===== src/rtl/nibble_add_sched.sv =====
// Two-requester arbiter/sequencer running wide adds as NIBBLES steps through one 4-bit adder.
// Define NIBBLE_SCHED_FIXED_PRIO_EN for strict requester-0 priority instead of round-robin.
module nibble_add_sched #(
    parameter int unsigned NIBBLES = 4
) (
    input  logic                 clk,
    input  logic                 rst,
    input  logic                 req0_valid,
    input  logic [4*NIBBLES-1:0] req0_a,
    input  logic [4*NIBBLES-1:0] req0_b,
    input  logic                 req0_cin,
    output logic                 req0_ready,
    input  logic                 req1_valid,
    input  logic [4*NIBBLES-1:0] req1_a,
    input  logic [4*NIBBLES-1:0] req1_b,
    input  logic                 req1_cin,
    output logic                 req1_ready,
    output logic                 rsp_valid,
    input  logic                 rsp_ready,
    output logic                 rsp_id,
    output logic [4*NIBBLES-1:0] rsp_sum,
    output logic                 rsp_cout
);

    localparam int unsigned W     = 4 * NIBBLES;
    localparam int unsigned IDX_W = (NIBBLES > 1) ? $clog2(NIBBLES) : 1;
    localparam int unsigned SH_W  = IDX_W + 2;

    typedef enum logic [1:0] {IDLE, ADD, DONE} state_t;

    state_t           state, state_n;
    logic [W-1:0]     a_q, a_n, b_q, b_n, sum_n;
    logic             carry_q, carry_n;
    logic [IDX_W-1:0] idx_q, idx_n;
    logic             valid_n, id_n, cout_n;
    logic             grant1, accept0, accept1;
    logic [SH_W-1:0]  sh;
    logic [3:0]       nib_a, nib_b;
    logic [4:0]       step;
    logic [W-1:0]     nib_mask, nib_val;

`ifdef NIBBLE_SCHED_FIXED_PRIO_EN
    assign grant1 = req1_valid & ~req0_valid;
`else
    logic last_grant, last_grant_n;
    // On contention the requester that did not win last time is served
    assign grant1 = req1_valid & (~req0_valid | ~last_grant);
`endif

    // Ready is forced low while reset is asserted
    assign accept0    = rst & (state == IDLE) & req0_valid & ~grant1;
    assign accept1    = rst & (state == IDLE) & grant1;
    assign req0_ready = accept0;
    assign req1_ready = accept1;

    // One ripple step on nibble idx_q
    assign sh       = {idx_q, 2'b00};
    assign nib_a    = 4'(a_q >> sh);
    assign nib_b    = 4'(b_q >> sh);
    assign step     = 5'(nib_a) + 5'(nib_b) + 5'(carry_q);
    assign nib_mask = W'(4'hF) << sh;
    assign nib_val  = W'(step[3:0]) << sh;

    always_ff @(posedge clk or negedge rst) begin
        if (!rst) begin
            state      <= IDLE;
            a_q        <= '0;
            b_q        <= '0;
            carry_q    <= 1'b0;
            idx_q      <= '0;
            rsp_valid  <= 1'b0;
            rsp_id     <= 1'b0;
            rsp_sum    <= '0;
            rsp_cout   <= 1'b0;
`ifndef NIBBLE_SCHED_FIXED_PRIO_EN
            last_grant <= 1'b1;
`endif
        end else begin
            state      <= state_n;
            a_q        <= a_n;
            b_q        <= b_n;
            carry_q    <= carry_n;
            idx_q      <= idx_n;
            rsp_valid  <= valid_n;
            rsp_id     <= id_n;
            rsp_sum    <= sum_n;
            rsp_cout   <= cout_n;
`ifndef NIBBLE_SCHED_FIXED_PRIO_EN
            last_grant <= last_grant_n;
`endif
        end
    end

    always_comb begin
        state_n      = state;
        a_n          = a_q;
        b_n          = b_q;
        carry_n      = carry_q;
        idx_n        = idx_q;
        valid_n      = rsp_valid;
        id_n         = rsp_id;
        sum_n        = rsp_sum;
        cout_n       = rsp_cout;
`ifndef NIBBLE_SCHED_FIXED_PRIO_EN
        last_grant_n = last_grant;
`endif
        unique case (state)
            IDLE: begin
                if (accept0 | accept1) begin
                    a_n          = accept1 ? req1_a : req0_a;
                    b_n          = accept1 ? req1_b : req0_b;
                    carry_n      = accept1 ? req1_cin : req0_cin;
                    id_n         = accept1;
                    idx_n        = '0;
                    sum_n        = '0;
`ifndef NIBBLE_SCHED_FIXED_PRIO_EN
                    last_grant_n = accept1;
`endif
                    state_n      = ADD;
                end
            end
            ADD: begin
                sum_n   = (rsp_sum & ~nib_mask) | nib_val;
                carry_n = step[4];
                idx_n   = idx_q + IDX_W'(1);
                if (idx_q == IDX_W'(NIBBLES - 1)) begin
                    cout_n  = step[4];
                    valid_n = 1'b1;
                    state_n = DONE;
                end
            end
            DONE: begin
                if (rsp_ready) begin
                    valid_n = 1'b0;
                    state_n = IDLE;
                end
            end
            default: state_n = IDLE;
        endcase
    end

endmodule


===== config.mk =====
export PLATFORM = sky130hd
export DESIGN_NAME = nibble_add_sched
export DESIGN_NICKNAME = d
export VERILOG_FILES = /design/src/rtl/nibble_add_sched.sv
export SDC_FILE = /design/constraint.sdc
export NUM_CORES = 1
export LEC_CHECK = 0
export ABC_AREA = 1
export ABC_CLOCK_PERIOD_IN_PS = 2850
export CORE_MARGIN = 2
export CORE_UTILIZATION = 47
export CTS_CLUSTER_DIAMETER = 50
export DETAILED_ROUTE_END_ITERATION = 12
export MAX_ROUTING_LAYER = met4
export PLACE_DENSITY = 0.87
export SKIP_CTS_REPAIR_TIMING = 1
export SLEW_MARGIN = 0
export SYNTH_ARGS = -nofsm -noshare
export SYNTH_HDL_FRONTEND = slang
export SYNTH_SLANG_ARGS = --single-unit
export TNS_END_PERCENT = 20

===== constraint.sdc =====
create_clock -name clk -period 2.85 [get_ports clk]
set_clock_uncertainty 0.15 [all_clocks]
set_input_delay 0.57 -clock clk [delete_from_list [all_inputs] [get_ports clk]]
set_output_delay 0.57 -clock clk [all_outputs]
set_load 0.02 [all_outputs]

-- Yosys cells after proc, flatten, opt, wreduce, memory -nomap -nowiden
Index checks and enable logic that the tools add are counted.
- bits in registers: 57
- latch bits: 0
- RAM bits: 0
- memory bits (read-only): 0
- input port bits: 71
- output and inout bits: 21
- memories kept: 0
- add/subtract/negate cells: 3
- multipliers: 0
- div/mod/pow operators: 0
- order comparisons: 0
- eq/ne operators: 6
- shifts and indexed selects: 4
- multiplexer cells: 16
- bitwise logic cells: 13
- reduce and logical (&&, ||, !) cells: 8
- operators with widths (cell ; count):
    two-way mux 16 bit ; 3
    case mux 16 bit (2 select lines) ; 1
    right shift 16 x 4 -> 4 bit ; 2
    bitwise AND 16 bit ; 1
    inverter 16 bit ; 1
    bitwise OR 16 bit ; 1
    << shifter 4 x 4 -> 16 bit ; 1
    << shifter 4 x 4 -> 16 bit, first input constant ; 1
    two-way mux 2 bit ; 4
    case mux 2 bit (3 select lines) ; 1
    AND reduction 2 bit ; 3
    AND reduction 3 bit ; 2
    adder 4 x 4 -> 5 bit ; 1
    adder 5 x 1 -> 5 bit ; 1
    bitwise AND 1 bit ; 5
    equality test 2 bit, second input constant ; 2
    two-way mux 1 bit ; 4
    != test 2 bit, second input constant ; 2
    case mux 1 bit (2 select lines) ; 2
    case mux 2 bit (2 select lines) ; 1
    nonzero test 2 bit ; 2
    inverter 1 bit ; 3
    adder 2 x 1 -> 2 bit, second input constant ; 1
    equality test 2 x 1 -> 1 bit, second input constant ; 1
    3 further kinds ; 4

-- Depth between registers and ports, before layout
- word-level depth: 8
- depth in mapped cells: 12
- mapped depth without buffers: 10

-- Worst setup path after synthesis
No wires, ideal clock.
- kind: reg-to-reg
- from: register idx_q[0]
- to: register rsp_sum[2]
- setup time: 65 ps
- arrival: 2281 ps
- data required time: 2635 ps
- path slack: 354 ps
- cell stages (with the launch flop): 13
- clock period less this slack: 2496 ps
- path through: dfrtp_1 buf_2 inv_1 clkbuf_1 o21ai_0 o22ai_1 fa_1 fa_1 xor2_1 nand2_1 inv_1 nand3_1 nand2_1
- longest elaborated chain between the ends: 6
- ends and longest elaborated chain (item ; RTL line ; text):
    start: declaration ; 34 ; logic [IDX_W-1:0] idx_q, idx_n;
    start signal: assignment ; 83 ; idx_q <= idx_n;
    right shift 16 x 4 -> 4 bit (on tied branches) ; 58, 59 ;
    adder 4 x 4 -> 5 bit ; 60 ; assign step = 5'(nib_a) + 5'(nib_b) + 5'(carry_q);
    adder 5 x 1 -> 5 bit ; 60 ;
    << shifter 4 x 4 -> 16 bit ; 62 ; assign nib_val = W'(step[3:0]) << sh;
    bitwise OR 16 bit (*) ; 123 ; sum_n = (rsp_sum & ~nib_mask) | nib_val;
    case mux 16 bit (2 select lines) (*) ; 107 ; unique case (state)
    end signal: assignment ; 86 ; rsp_sum <= sum_n;
    end: declaration ; 21 ; output logic [4*NIBBLES-1:0] rsp_sum,
Mark *: on every way between the ends. The rest lies on a longest branch, timed or not.
A chain may end at the register's enable or synchronous reset.

-- Worst setup path in the final report
- from: input req0_valid
- to: output req0_ready
- longest elaborated chain between the ends: 5
- ends and longest elaborated chain (item ; RTL line ; text):
    start: declaration ; 8 ; input logic req0_valid,
    inverter 1 bit ; 47 ; assign grant1 = req1_valid & (~req0_valid | ~last_grant);
    bitwise OR 1 bit ; 47 ;
    bitwise AND 1 bit ; 47 ;
    inverter 1 bit ; 51 ; assign accept0 = rst & (state == IDLE) & req0_valid & ~grant1;
    bitwise AND 1 bit (*) ; 51 ;
    end: declaration ; 12 ; output logic req0_ready,
Marked as above.

==> impl_results.md <==
* Outcome: complete, no violations
* Worst setup path class: in2out
* Reg2reg start: idx_q[0]
* Top_reg_cell synth: dfrtp_1
* Top-Level Pins at 92
* Worst VDD drop at 0.6658 mV
* Vias in the first global route at 2670
* Worst Setup Start Kind: input port
* Most common cell type on the critical path: clkdlybuf4s50_1
* Cell with the most instances after synthesis: nand2_1
* Layout Cells excl Fill at 545
* Proportion of layout cells with a drive suffix above 1 at 9.149%
* Area Growth Syn to Fin at 39.76%
* Storage cell area at 1429 µm²
* DR vias/cell at 5.407
* Routed Wire Length at 7507 µm
* Slew Viols, Final at 0
* Cts bufs inserted at 9
* Worst min path class: in2async
* Crit path largest cell delay at 620 ps
* Period minus WS final at 2768 ps
* Largest net degree at the start of global routing at 58
* Initial core utilization at 49.37%
* DP HPWL at 5523 µm
* EDFF count, synth at 0
* Setup violators final at 0
* DRC Markers at 0
* Routed Antenna Nets at 0
* Worst-skew pair later-pin latency at 330 ps
* Fmax achieved at 361.2 MHz
* Clock sinks at 57
* Post-route setup slack at 81.58 ps
* Final hold violation count at 0
* Async set-reset flop share out of synthesis at 100.0%
* H-tree depth at 3
* Layout filler cell count at 491
* Mapped cell area at 2958 µm²
* Critical-path cell list: clkdlybuf4s50_1, nand2_1, nand2_2, inv_1, nor2_1, clkdlybuf4s50_1
* Cell variety after synth at 26
* Post-synth top area share at 47.38%
* Setup WS pre-CTS at 78.05 ps
* CP Capture Type: output pin
* First-pass GRT wire length at 12430 µm
* Die width at 83.33 µm
* Slowest-stage cell, CP: clkdlybuf4s50_1
* Total GRT Usage at 22.70%
* Area of the multi-input gates at 1374 µm²
* Critical path launch point: req0_valid
* Leakage power at 1.841 nW
* Final Wtd Congestion at 0.9391
* DIE AREA at 6944 µm²
* CTS root buf: clkbuf_8
* Critical path required time at 2130 ps
* Core ar. at 5991 µm²
* RSZ-0062 raised after global routing: false
* Max clock buf depth at 2
* Slew HR at 52.82%
* Total gr overflow at 0
* Largest area contributor in the netlist: dfrtp_1
* TritonCTS clock tree: built
* Final period util at 97.14%
* Port bufs at 91
* Total Neg Setup Slack at 0 ps
* Worst Tran Pin Value at 707.7 ps
* # diodes at 0
* Post-synth top cells: 73 x nand2_1, 58 x nor2_1, 56 x dfrtp_1
* Initial antenna violation count at 0
* Sequential area share after synthesis at 48.27%
* CTS clock-pin slew for the worst setup and hold paths at 60 ps
* Placed cells at 526
* Via count at 2947
* Placed Area at 3925 µm²
* Syn Nets at 450
* Final Net Count at 545
* Syn. warnings at 0
* Initial DRC count at 126
* Max_cap viols at 0
* Post-Synthesis Cells at 370
* CP Max Fanout at 3
* DIE HEIGHT at 83.33 µm
* Top cells by area, synth: dfrtp_1 47%, nand2_1 9.3%, o21ai_0 8.5%
* Fin area at 4134 µm²
* Syn Area/Cell at 7.994 µm²
* Avg WL per Cell at 13.77 µm
* #FFs+latches synth at 57
* WHS at 270.0 ps
* Row count at 28
* DR pass1 iterations at 5
* Power Dens Cells at 1117 nW/µm²
* WP data arrival at 2050 ps
==> state kept, by name, summed over array words and instances (netlist names), 2 cells and up <==
signal	cells
b_q	16
idx_q	2
rsp_sum	16
state	2
a_q	16
==> cell families after synthesis <==
logic type	count (synthesis)	share of synthesized area, %
compound gates	105	18.57
xor+xnor	1	0.2962
fa+ha+maj	9	4.315
buf+inv	35	5.542
flops	57	48.27
simple gates	163	23.01
==> where the power goes <==
group          switching, mW  internal [mW]  total [mW]
sequential             0.258           1.19        1.45
combinational           1.51          0.993        2.50
clock                  0.310          0.359       0.669
total                   2.08           2.54        4.62
==> critical path, delay by kind of cell <==
kind                   cells  cell delay [ps]
and+or+nand+nor            3              310
buffers and inverters      3             1170
==> cell usage in the layout, fill, tap and decap left out, types with 3 or more instances in the layout <==
master,synthesis,layout
a21oi_1,35,35
buf_4,5,13
clkbuf_8,0,11
clkdlybuf4s50_1,0,90
clkinv_2,0,3
dfrtp_1,56,55
ha_1,7,7
inv_1,13,12
nand2_1,73,73
nand2_2,4,4
nand3_1,17,17
nand4_1,6,6
nor2_1,58,58
o21ai_0,50,50
o21ai_1,10,10
o22ai_1,8,8
==> per-layer routing <==
layer	global-route usage [%]	wire, µm
met5	-	0
met4	9.538	131
met2	36.14	3777
met3	4.076	491
met1	28.65	3106
==> final timing paths <==
check	slack (ps)	end	cells past startpoint
max in group asynchronous	1760	idx_q[0]	2
min reg2reg	320	rsp_sum[11]	2
min in group clk	320	rsp_sum[11]	2
max	80	req0_ready	6
max reg2reg	240	rsp_sum[2]	10
min	270	rsp_sum[13]	2
==> area by class of cell <==
| type | count | share of cell area, % |
|---|---|---|
| clock buffer | 13 | 3.844 |
| sequential | 57 | 34.56 |
| inverter | 15 | 1.453 |
| timing repair buffer | 104 | 24.27 |
| multi-input combinational | 278 | 33.23 |
| clock inverter | 3 | 0.3632 |
| tap | 75 | 2.270 |
==> per-stage QoR <==
stage | power [mW] | utilization [%]
after floorplan | 3.074 | -
after global placement | 3.766 | 65.52
after detailed placement | 3.863 | 65.52
after CTS | 4.534 | 68.42
after global routing | 4.996 | 69.01
final | 4.619 | 69.01
Power figures use the tool's default switching activity.
